File: config.mk
export PLATFORM = sky130hd
export DESIGN_NAME = cobra_run_ctrl
export DESIGN_NICKNAME = d
export VERILOG_FILES = /design/src/rtl/cobra_run_ctrl.sv
export SDC_FILE = /design/constraint.sdc
export NUM_CORES = 1
export LEC_CHECK = 0
export CORE_AREA = 2 2 120 122
export DETAILED_ROUTE_END_ITERATION = 8
export DIE_AREA = 0 0 122 124
export PLACE_DENSITY = 0.61
export SYNTH_ARGS = -nofsm -noshare
export SYNTH_HDL_FRONTEND = slang
export SYNTH_SLANG_ARGS = --single-unit
File: constraint.sdc
create_clock -name clk_i -period 3.6 [get_ports clk_i]
set_clock_uncertainty 0.15 [all_clocks]
set_input_delay 0.72 -clock clk_i [delete_from_list [all_inputs] [get_ports clk_i]]
set_output_delay 0.72 -clock clk_i [all_outputs]
set_load 0.02 [all_outputs]
File: src/rtl/cobra_run_ctrl.sv
// Run-control sequencer for the CYBERcobra core: free run, single step, halt,
// PC breakpoint and instruction-count limit gating the core's execute enable.
module cobra_run_ctrl #(
    parameter int PC_W  = 32,
    parameter int CNT_W = 32
) (
    input  logic             clk_i,
    input  logic             rst_i,
    input  logic             run_i,
    input  logic             step_i,
    input  logic             halt_i,
    input  logic             bp_en_i,
    input  logic [PC_W-1:0]  bp_addr_i,
    input  logic [PC_W-1:0]  pc_i,
    input  logic [CNT_W-1:0] max_cnt_i,
    output logic             core_en_o,
    output logic [1:0]       state_o,
    output logic [CNT_W-1:0] instr_cnt_o,
    output logic             bp_hit_o,
    output logic             limit_o
);

    typedef enum logic [1:0] {
        IDLE  = 2'd0,
        RUN   = 2'd1,
        STEP  = 2'd2,
        BREAK = 2'd3
    } state_t;

    state_t           state, state_nxt;
    logic             run_prev, step_prev, halt_prev;
    logic             halt_ev, step_ev, run_ev;
    logic             ret_brk, ret_brk_nxt;
    logic             skip_bp, skip_bp_nxt;
    logic             bp_match, cnt_clr, limit_set, bp_entry;
    logic [CNT_W-1:0] cnt_inc;

    // Events resolved by priority: a halt masks step and run, a step masks run.
    assign halt_ev = halt_i & ~halt_prev;
    assign step_ev = step_i & ~step_prev & ~halt_ev;
    assign run_ev  = run_i & ~run_prev & ~halt_ev & ~step_ev;

    assign bp_match = bp_en_i & (pc_i == bp_addr_i) & ~skip_bp;
    assign cnt_inc  = (&instr_cnt_o) ? instr_cnt_o : instr_cnt_o + CNT_W'(1);
    assign state_o  = state;

    always_ff @(posedge clk_i or negedge rst_i) begin
        if (!rst_i) begin
            state <= IDLE;
        end else begin
            state <= state_nxt;
        end
    end

    always_comb begin
        state_nxt   = state;
        core_en_o   = 1'b0;
        ret_brk_nxt = ret_brk;
        skip_bp_nxt = skip_bp;
        cnt_clr     = 1'b0;
        limit_set   = 1'b0;
        bp_entry    = 1'b0;
        case (state)
            IDLE: begin
                if (run_ev) begin
                    state_nxt = RUN;
                    cnt_clr   = 1'b1;
                end else if (step_ev) begin
                    state_nxt   = STEP;
                    ret_brk_nxt = 1'b0;
                end
            end
            RUN: begin
                if (halt_ev) begin
                    state_nxt = IDLE;
                end else if (bp_match) begin
                    state_nxt = BREAK;
                    bp_entry  = 1'b1;
                end else begin
                    core_en_o = 1'b1;
                    if ((max_cnt_i != '0) && (cnt_inc == max_cnt_i)) begin
                        state_nxt = IDLE;
                        limit_set = 1'b1;
                    end
                end
            end
            STEP: begin
                core_en_o = 1'b1;
                state_nxt = ret_brk ? BREAK : IDLE;
            end
            BREAK: begin
                if (halt_ev) begin
                    state_nxt = IDLE;
                end else if (step_ev) begin
                    state_nxt   = STEP;
                    ret_brk_nxt = 1'b1;
                end else if (run_ev) begin
                    state_nxt   = RUN;
                    skip_bp_nxt = 1'b1;
                end
            end
            default: state_nxt = IDLE;
        endcase
        // The breakpoint re-arms once the skipped instruction has executed.
        if (core_en_o || (state_nxt == IDLE)) begin
            skip_bp_nxt = 1'b0;
        end
    end

    always_ff @(posedge clk_i or negedge rst_i) begin
        if (!rst_i) begin
            run_prev    <= 1'b0;
            step_prev   <= 1'b0;
            halt_prev   <= 1'b0;
            ret_brk     <= 1'b0;
            skip_bp     <= 1'b0;
            bp_hit_o    <= 1'b0;
            instr_cnt_o <= '0;
            limit_o     <= 1'b0;
        end else begin
            run_prev  <= run_i;
            step_prev <= step_i;
            halt_prev <= halt_i;
            ret_brk   <= ret_brk_nxt;
            skip_bp   <= skip_bp_nxt;
            bp_hit_o  <= bp_entry;
            if (cnt_clr) begin
                instr_cnt_o <= '0;
            end else if (core_en_o) begin
                instr_cnt_o <= cnt_inc;
            end
            if (cnt_clr) begin
                limit_o <= 1'b0;
            end else if (limit_set) begin
                limit_o <= 1'b1;
            end
        end
    end

endmodule
Yosys cells after proc, flatten, opt, wreduce, memory -nomap -nowiden --
Index checks and enable logic that the tools add are counted.
Word-level totals: register bits 41, input bits 102, output and inout bits 37, word-level logic and storage cells 85
Operators by class: add/subtract/negate cells 1, equal/unequal tests 11, mux-type cells 37, bitwise logic cells 14, reduce and logical (&&, ||, !) cells 13
Operator list (number):
- $mux 32 | 3
- $eq 32x32->1 | 2
- $add 32x1->32 const B | 1
- $reduce_and 32->1 | 1
- $reduce_bool 32->1 | 1
- $mux 1 | 22
- $mux 2 | 9
- $reduce_bool 2->1 | 5
- $and 1x1->1 | 8
- $ne 2x2->1 const B | 4
- $pmux 2 s4 | 1
- $not 1->1 | 6
- $reduce_and 5->1 | 1
- $eq 2x2->1 const B | 2
- $logic_not 2->1 | 2
- $ne 2x1->1 const B | 2
- $pmux 1 s2 | 2
- $reduce_and 4->1 | 1
- $eq 2x1->1 const B | 1
- $logic_and 1x1->1 | 1
- $logic_or 1x1->1 | 1

Depth between registers and ports, before layout --
Gate-level depths: netlist of run 1.
word-level depth 14, depth in mapped cells 12, mapped depth without buffers 10

Worst setup path after synthesis of run 1 --
Ideal clock, no wire load.
kind reg2reg, start point register instr_cnt_o[21], end point register skip_bp, setup time 150 ps, data arrival time 2798 ps, path slack 502 ps, stages on the path, launching flop included 12, path buffers 2, clock period less this slack 3098 ps, cell sequence dfrtp_1 -> buf_4 -> nand3_2 -> or4b_4 -> buf_6 -> nor4_4 -> nor3b_1 -> a2111oi_4 -> nand4_2 -> a2111oi_4 -> a21bo_1 -> a211oi_1
On the way: cells in the longest elaborated chain, start to end 12, elaborated cells between the ends (all ways) 17, classes of those cells add/sub: 1; eq/ne: 3; mux: 6; reduce/logical: 7
Ends and longest elaborated chain:
- start: declaration | RTL line 18 | output logic [CNT_W-1:0] instr_cnt_o,
- start signal: assignment | RTL line 130 | instr_cnt_o <= cnt_inc;
- $add 32x1->32 / $reduce_and 32->1 (equally long branches) | RTL line 44 | assign cnt_inc = (&instr_cnt_o) ? instr_cnt_o : instr_cnt_o + CNT_W'(1);
- $mux 32 * | RTL line 44
- $eq 32x32->1 * | RTL line 81 | if ((max_cnt_i != '0) && (cnt_inc == max_cnt_i)) begin
- $logic_and 1x1->1 * | RTL line 81
- $mux 2 * | RTL line 81
- $mux 2 * | RTL line 76 | end else if (bp_match) begin
- $mux 2 * | RTL line 74 | if (halt_ev) begin
- $pmux 2 s4 * | RTL line 63 | case (state)
- $logic_not 2->1 * | RTL line 105 | if (core_en_o || (state_nxt == IDLE)) begin
- $logic_or 1x1->1 * | RTL line 105
- $ne 2x1->1 (no line) / $reduce_bool 2->1 (equally long branches)
- $reduce_and 4->1 (no line)
- end signal: assignment | RTL line 125 | skip_bp <= skip_bp_nxt;
- end: declaration | RTL line 34 | logic skip_bp, skip_bp_nxt;
Mark *: on every way between the ends. The rest lies on a longest branch, timed or not. A chain may end at the register's enable or synchronous reset.

Worst setup path after layout of run 1 --
start point input bp_addr_i[20], end point output core_en_o
On the way: cells in the longest elaborated chain, start to end 6
Ends and longest elaborated chain:
- start: declaration | RTL line 13 | input logic [PC_W-1:0] bp_addr_i,
- $eq 32x32->1 | RTL line 43 | assign bp_match = bp_en_i & (pc_i == bp_addr_i) & ~skip_bp;
- $and 1x1->1 (2 in series) | RTL line 43
- $mux 1 | RTL line 76
- $mux 1 | RTL line 74
- $pmux 1 s2 | RTL line 63
- end: declaration | RTL line 16 | output logic core_en_o,
No other way between the ends.

==> flow_summary.ini, run 1 <==
[cts]
cts_setup_buffers = 0
holdBufCountCts = 0
tritoncts.num_buffers = 5
h-tree-depth = 2
cts_sinks = 41
cts_tree = yes
clockBufferDepth = 2
cts-root-buf = clkbuf_16
clk_pin_slew_ns = 0.07
clk_latency_ns = 0.29

[die]
die_h_um = 124
fp.dieW_um = 122
io_pins = 139
initial_utilization_pct = 29.7
core_area_sq_um = 13700
placementRows = 43
die_area_sq_um = 15100

[critical_path]
arrival_ns = 2.50
r2r_start = instr_cnt_o[6]
cpMaxStageDelayCell = clkdlybuf4s50_1
cp_slowest_stage_delay_ns = 0.41
path_cells = clkdlybuf4s50_1 -> xor2_1 -> nor4_2 -> nand2_1 -> nor4_4 -> nor2_1 -> o21a_1 -> clkbuf_2
crit_path_max_fanout = 2
worstSetupEndpointType = output pin
startpoint = bp_addr_i[20]
cp.required_ns = 2.73
worstSetupPathType = input pin to output pin
crit_path_start_kind = input pin

[yosys]
synth_edf_count = 0
syn_nets = 603
seq_area_frac_synth_pct = 25.2
async_flop_share_pct = 100
ys_ff_latch = 41
ys_types = 69
synth-main-ff-cell = dfrtp_1
syn_area_per_cell_sq_um = 8.20
synth-warning-count = 0
postSynthCellCount = 496
syn-cell-area_sq_um = 4070

[timing]
fin_crit_sh_pct = 93.6
tightest_slew_ns = 0.956
finalCriticalPeriod_ns = 3.37
setup_violations = 0
hold_violations = 0
drv_slew = 0
relSlewSlack_pct = 36.3
fmax_mhz = 297
rsz0062_at_grt = false
hold-worst-slack_ns = 0.376

[hold_path]
min_from = limit_o
min_path_type = register to register

[cells_and_area]
ff_latch_area_sq_um = 1030
layout.nets = 784
area_growth_pct = 52.3
layout-drive-gt1-share_pct = 14.9
nFillCells = 1345
final_cell_area_sq_um = 6200
antenna_cells = 0
multi_input_area_sq_um = 2930

[drt]
post_drt_wl_per_cell_um = 18.7
viasPerCell = 5.33
vias = 4573
drt_iter0_drc = 362
post-route-drc-count = 0
drt-total-wl_um = 16000
firstDrtPassIters = 7
postRouteAntennaNets = 0

[global_route]
first_global_vias = 4628
grt_max_degree = 42
track_usage_pct = 21.1
antenna_found_initial = 0
grt_pass1_wl_um = 24700
grt-ovfl-total = 0

[place]
gp_congestion = 0.958
placed_cell_area_sq_um = 6020
portBuffers = 138
dpl.hpwl_um = 12900

[power]
power.leakage_nw = 2.41
vdd_drop_max_uv = 217
p_per_area_nw_per_um2 = 277

[outcome]
status = completed

[flow_run]
cap_viol_max_count = 0
## cells in the mapped netlist, types with 2 or more instances
library cell | instances | area [sq um]
a21o_1 | 2 | 15.0
a21oi_1 | 14 | 70.1
dfrtp_1 | 41 | 1030
nand3_1 | 34 | 170
a2111oi_0 | 4 | 35.0
o2bb2ai_1 | 2 | 17.5
nor2_1 | 56 | 210
clkbuf_1 | 17 | 63.8
nor3_1 | 17 | 85.1
a2111oi_4 | 2 | 55.1
nand4b_1 | 3 | 26.3
nor4b_1 | 3 | 26.3
and3_1 | 9 | 56.3
nand2_1 | 25 | 93.8
o21ai_0 | 7 | 35.0
ha_1 | 5 | 62.6
o22ai_1 | 2 | 12.5
nand2b_1 | 4 | 25.0
a31oi_1 | 5 | 31.3
a41oi_1 | 2 | 17.5
nand3_2 | 4 | 40.0
and4_1 | 5 | 43.8
nor4_1 | 22 | 138
a211oi_1 | 5 | 37.5
inv_1 | 9 | 33.8
a311oi_1 | 2 | 17.5
o211ai_1 | 3 | 22.5
nand4_1 | 20 | 125
xnor2_1 | 34 | 298
buf_2 | 7 | 35.0
and2_1 | 6 | 37.5
o21ai_1 | 2 | 10.0
or3_1 | 4 | 25.0
nor3b_1 | 7 | 52.6
xor2_1 | 61 | 534
nor2b_1 | 11 | 68.8
mux2i_1 | 6 | 60.1
or2_2 | 3 | 18.8
## cells by family (layout without fill, tap and decap cells)
group	Yosys count	count (layout)	synth area share, %
muxes	7	7	1.75
xor gates and xnor gates	95	95	20.4
adders and majority gates	5	5	1.54
DFF	41	41	25.2
AOI/OAI and AO/OA	69	69	13.2
and+or+nand+nor	243	243	34.0
buffers and inverters	36	218	3.81
## power breakdown
| group | total, mW | internal (mW) | switching [mW] |
|---|---|---|---|
| sequential | 0.541 | 0.497 | 0.0440 |
| combinational | 0.717 | 0.337 | 0.379 |
| clock | 0.458 | 0.258 | 0.201 |
## worst max-delay path: cells and delay by family
kind / cells / cell delay (ns)
AOI/OAI and AO/OA: 1 / 0.21
buffers and inverters: 2 / 0.58
and+or+nand+nor: 4 / 0.81
xor gates and xnor gates: 1 / 0.17
## routing by layer
layer / routed length [um] / GRT usage [%]
met1: 6760 / 26.3
met2: 7660 / 37.5
met3: 1350 / 4.95
met4: 226 / 4.02
met5: 0 / 0
## area by class of cell
cell class                 count  share of cell area, %
clock inverter                 2                  0.242
timing repair buffer         201                   29.8
clock buffer                   6                   2.08
inverter                       9                  0.545
sequential                    41                   16.6
multi-input combinational    419                   47.2
tap                          180                   3.63
## placed cells by master, fill, tap and decap left out, types with 5 or more instances in the layout
cell             count
and3_1               9
nand4_1             20
o21ai_0              7
nor4_1              18
nor2b_1             11
a21oi_1             14
nor3_1              17
xor2_1              61
a31oi_1              5
ha_1                 5
xnor2_1             34
a211oi_1             5
clkbuf_16            5
mux2i_1              6
clkdlybuf4s50_1    136
nor3b_1              7
dfrtp_1             41
inv_1                9
nand3_1             34
nand2_1             25
buf_4               63
and2_1               6
nor2_1              56
## registers in the layout (all words and copies together) (netlist names)
register and count:
skip_bp 1, bp_hit_o 1, run_prev 1, halt_prev 1, limit_o 1, state_o 2
instr_cnt_o 32, ret_brk 1, step_prev 1
## path summary, 6_finish.rpt
| kind | cells past startpoint | to | slack, ns |
|---|---|---|---|
| max in group asynchronous | 1 | instr_cnt_o[22] | 2.28 |
| min | 2 | limit_o | 0.38 |
| max | 8 | core_en_o | 0.23 |
| min in group asynchronous | 1 | instr_cnt_o[31] | 0.43 |
| max reg2reg | 10 | state_o[1] | 0.33 |
| min reg2reg | 2 | limit_o | 0.38 |
## through the flow
step	instances	power, mW	setup TNS, ns	worst slack [ns]	util (%)
3_3_place_gp	850	1.26	-0.416	-0.370	43.9
6_report	858	1.72	0	0.229	45.2
5_1_grt	858	1.83	0	0.0244	45.2
3_5_place_dp	850	1.27	-0.623	-0.419	43.9
4_1_cts	858	1.74	0	0.0232	45.1
2_1_floorplan	496	0.910	0	0.502	-
## repair_timing
| item | in CTS | in global routing |
|---|---|---|
| pin swaps | 4 | 0 |
| resized for setup | 6 | 5 |
| endpoints found under the setup margin | 1 | 5 |
Note: power is estimated with default switching activity, not from simulation.
==> inputs of run 2 (changes only) <==
--- a/config.mk
+++ b/config.mk
@@ -8,7 +8,9 @@
 export CORE_AREA = 2 2 120 122
 export DETAILED_ROUTE_END_ITERATION = 8
 export DIE_AREA = 0 0 122 124
+export GPL_ROUTABILITY_DRIVEN = 0
 export PLACE_DENSITY = 0.61
+export SKIP_LAST_GASP = 1
 export SYNTH_ARGS = -nofsm -noshare
 export SYNTH_HDL_FRONTEND = slang
 export SYNTH_SLANG_ARGS = --single-unit
==> run 2 against run 1 <==
Compared with the run above:
- sequential share of layout area is 0.51 points higher
- final cell count is 2.6% lower
- routed wire length is 5.8% lower
- register-to-register slack worse by 0.10 ns
- total power is 0.72% lower
==> flow_summary.ini, run 2 (synthesis results as in run 1) <==
[drt]
drt_iter0_drc = 376
drt-total-wl_um = 15100
vias = 4508
post-route-drc-count = 0
post_drt_wl_per_cell_um = 18.0
viasPerCell = 5.39
firstDrtPassIters = 5
postRouteAntennaNets = 0

[cts]
cts_tree = yes
holdBufCountCts = 0
h-tree-depth = 2
clk_latency_ns = 0.29
cts-root-buf = clkbuf_16
cts_sinks = 41
clockBufferDepth = 2
tritoncts.num_buffers = 5
clk_pin_slew_ns = 0.07

[global_route]
first_global_vias = 4396
grt_pass1_wl_um = 23200
antenna_found_initial = 0
grt_max_degree = 42
grt-ovfl-total = 0
track_usage_pct = 19.6

[critical_path]
cp.required_ns = 2.73
crit_path_start_kind = input pin
worstSetupEndpointType = output pin
cpMaxStageDelayCell = clkdlybuf4s50_1
crit_path_max_fanout = 2
arrival_ns = 2.54
crit_family = simple AND/OR/NAND/NOR gates
worstSetupPathType = input pin to output pin
cp_slowest_stage_delay_ns = 0.42
path_cells = clkdlybuf4s50_1 -> xor2_1 -> nor4_2 -> nand4_1 -> nor4_2 -> nor2_1 -> o21a_1 -> clkbuf_2
crit_top_cell = nor4_2
worst-path-buf-inv = 2

[cells_and_area]
mostFrequentLayoutCells = 136 x clkdlybuf4s50_1, 61 x xor2_1, 56 x nor2_1
layout.nets = 762
regMostFlops = instr_cnt_o
layout-drive-gt1-share_pct = 11.7
antenna_cells = 0
area_growth_pct = 47.8
final_cell_area_sq_um = 6010
largest_reg_flops = 32
final_common_cell = clkdlybuf4s50_1

[timing]
fin_crit_sh_pct = 94.9
tightest_slew_ns = 0.978
setup_violations = 0
relSlewSlack_pct = 34.8
rsz0062_at_grt = false
hold-worst-slack_ns = 0.375
drv_slew = 0
finalCriticalPeriod_ns = 3.41
final.setup.tns_ns = 0
hold_violations = 0
fmax_mhz = 293

[die]
fp.dieW_um = 122
placementRows = 43
die_area_sq_um = 15100
core_area_sq_um = 13700
initial_utilization_pct = 29.7
die_h_um = 124
io_pins = 139

[place]
placed_cell_area_sq_um = 5860
portBuffers = 138
dpl.hpwl_um = 11900

[flow_run]
cap_viol_max_count = 0

[power]
vdd_drop_max_uv = 264
power.leakage_nw = 2.29
p_per_area_nw_per_um2 = 283

[hold_path]
min_path_type = register to register

[outcome]
status = completed
## run 2: changes by cell type in the layout (fill, tap and decap cells not counted)
cell        change
buf_4          -22
a2111oi_0       +2
a2111oi_1       -2
clkinv_4        +2
clkinvlp_4      -2
nor4_1          +2
and4_1          +1
and4_2          -1
clkbuf_1        -1
clkinv_2        +1
nor4_2          -1
nor4_4          -1
## run 2: area by class of cell
type                            count  area (sq um)
Clock buffer                        5           125
Clock inverter                      3          22.5
Fill cell                        1392          7710
Inverter                            9          33.8
Multi-Input combinational cell    419          2900
Sequential cell                    41          1030
Tap cell                          180           225
Timing Repair Buffer              179          1680
## run 2: worst paths after layout
kind,slack (ns),endpoint,cells past startpoint,startpoint
setup / recovery,0.19,core_en_o,8,bp_addr_i[6]
min in group asynchronous,0.44,instr_cnt_o[16],1,rst_i
setup reg to reg,0.23,state_o[0],9,instr_cnt_o[7]
hold / removal,0.37,limit_o,2,limit_o
hold reg to reg,0.37,limit_o,2,limit_o
max in group asynchronous,2.25,instr_cnt_o[21],1,rst_i
## run 2: metal layers
metal	GRT usage, %	share of wire (%)	vias up
li1	-	-	2117
met1	24.9	41	2136
met2	35.0	48	240
met3	3.57	10	15
met4	3.95	1.3	0
met5	0	0	-
## run 2: metrics by stage
| step | power (mW) | setup slack [ns] | util, % | cells |
|---|---|---|---|---|
| global route | 1.81 | 0.0214 | 43.8 | 836 |
| CTS | 1.72 | 0.00289 | 43.8 | 836 |
| detailed placement | 1.25 | -0.402 | 42.7 | 828 |
| finish | 1.70 | 0.185 | 43.8 | 836 |
| global placement | 1.24 | -0.362 | 42.7 | 828 |
| floorplan | 0.910 | 0.502 | - | 496 |
## run 2: tightest hold or removal path, stage by stage (launching register included)
cell     delay (ns)
dfrtp_1        0.38
inv_1          0.06
a21oi_2        0.05
## run 2: where the power goes
part | leakage (nW) | switching (mW) | total (mW) | internal (mW)
sequential | 0.561 | 0.0582 | 0.555 | 0.496
combinational | 1.65 | 0.354 | 0.680 | 0.326
clock | 0.0738 | 0.210 | 0.469 | 0.259
total | 2.29 | 0.622 | 1.70 | 1.08
## run 2: repair_timing
action	CTS	global route
buffers inserted	0	0
setup endpoints to repair	1	1
pin swaps	2	1
resized for setup	3	2
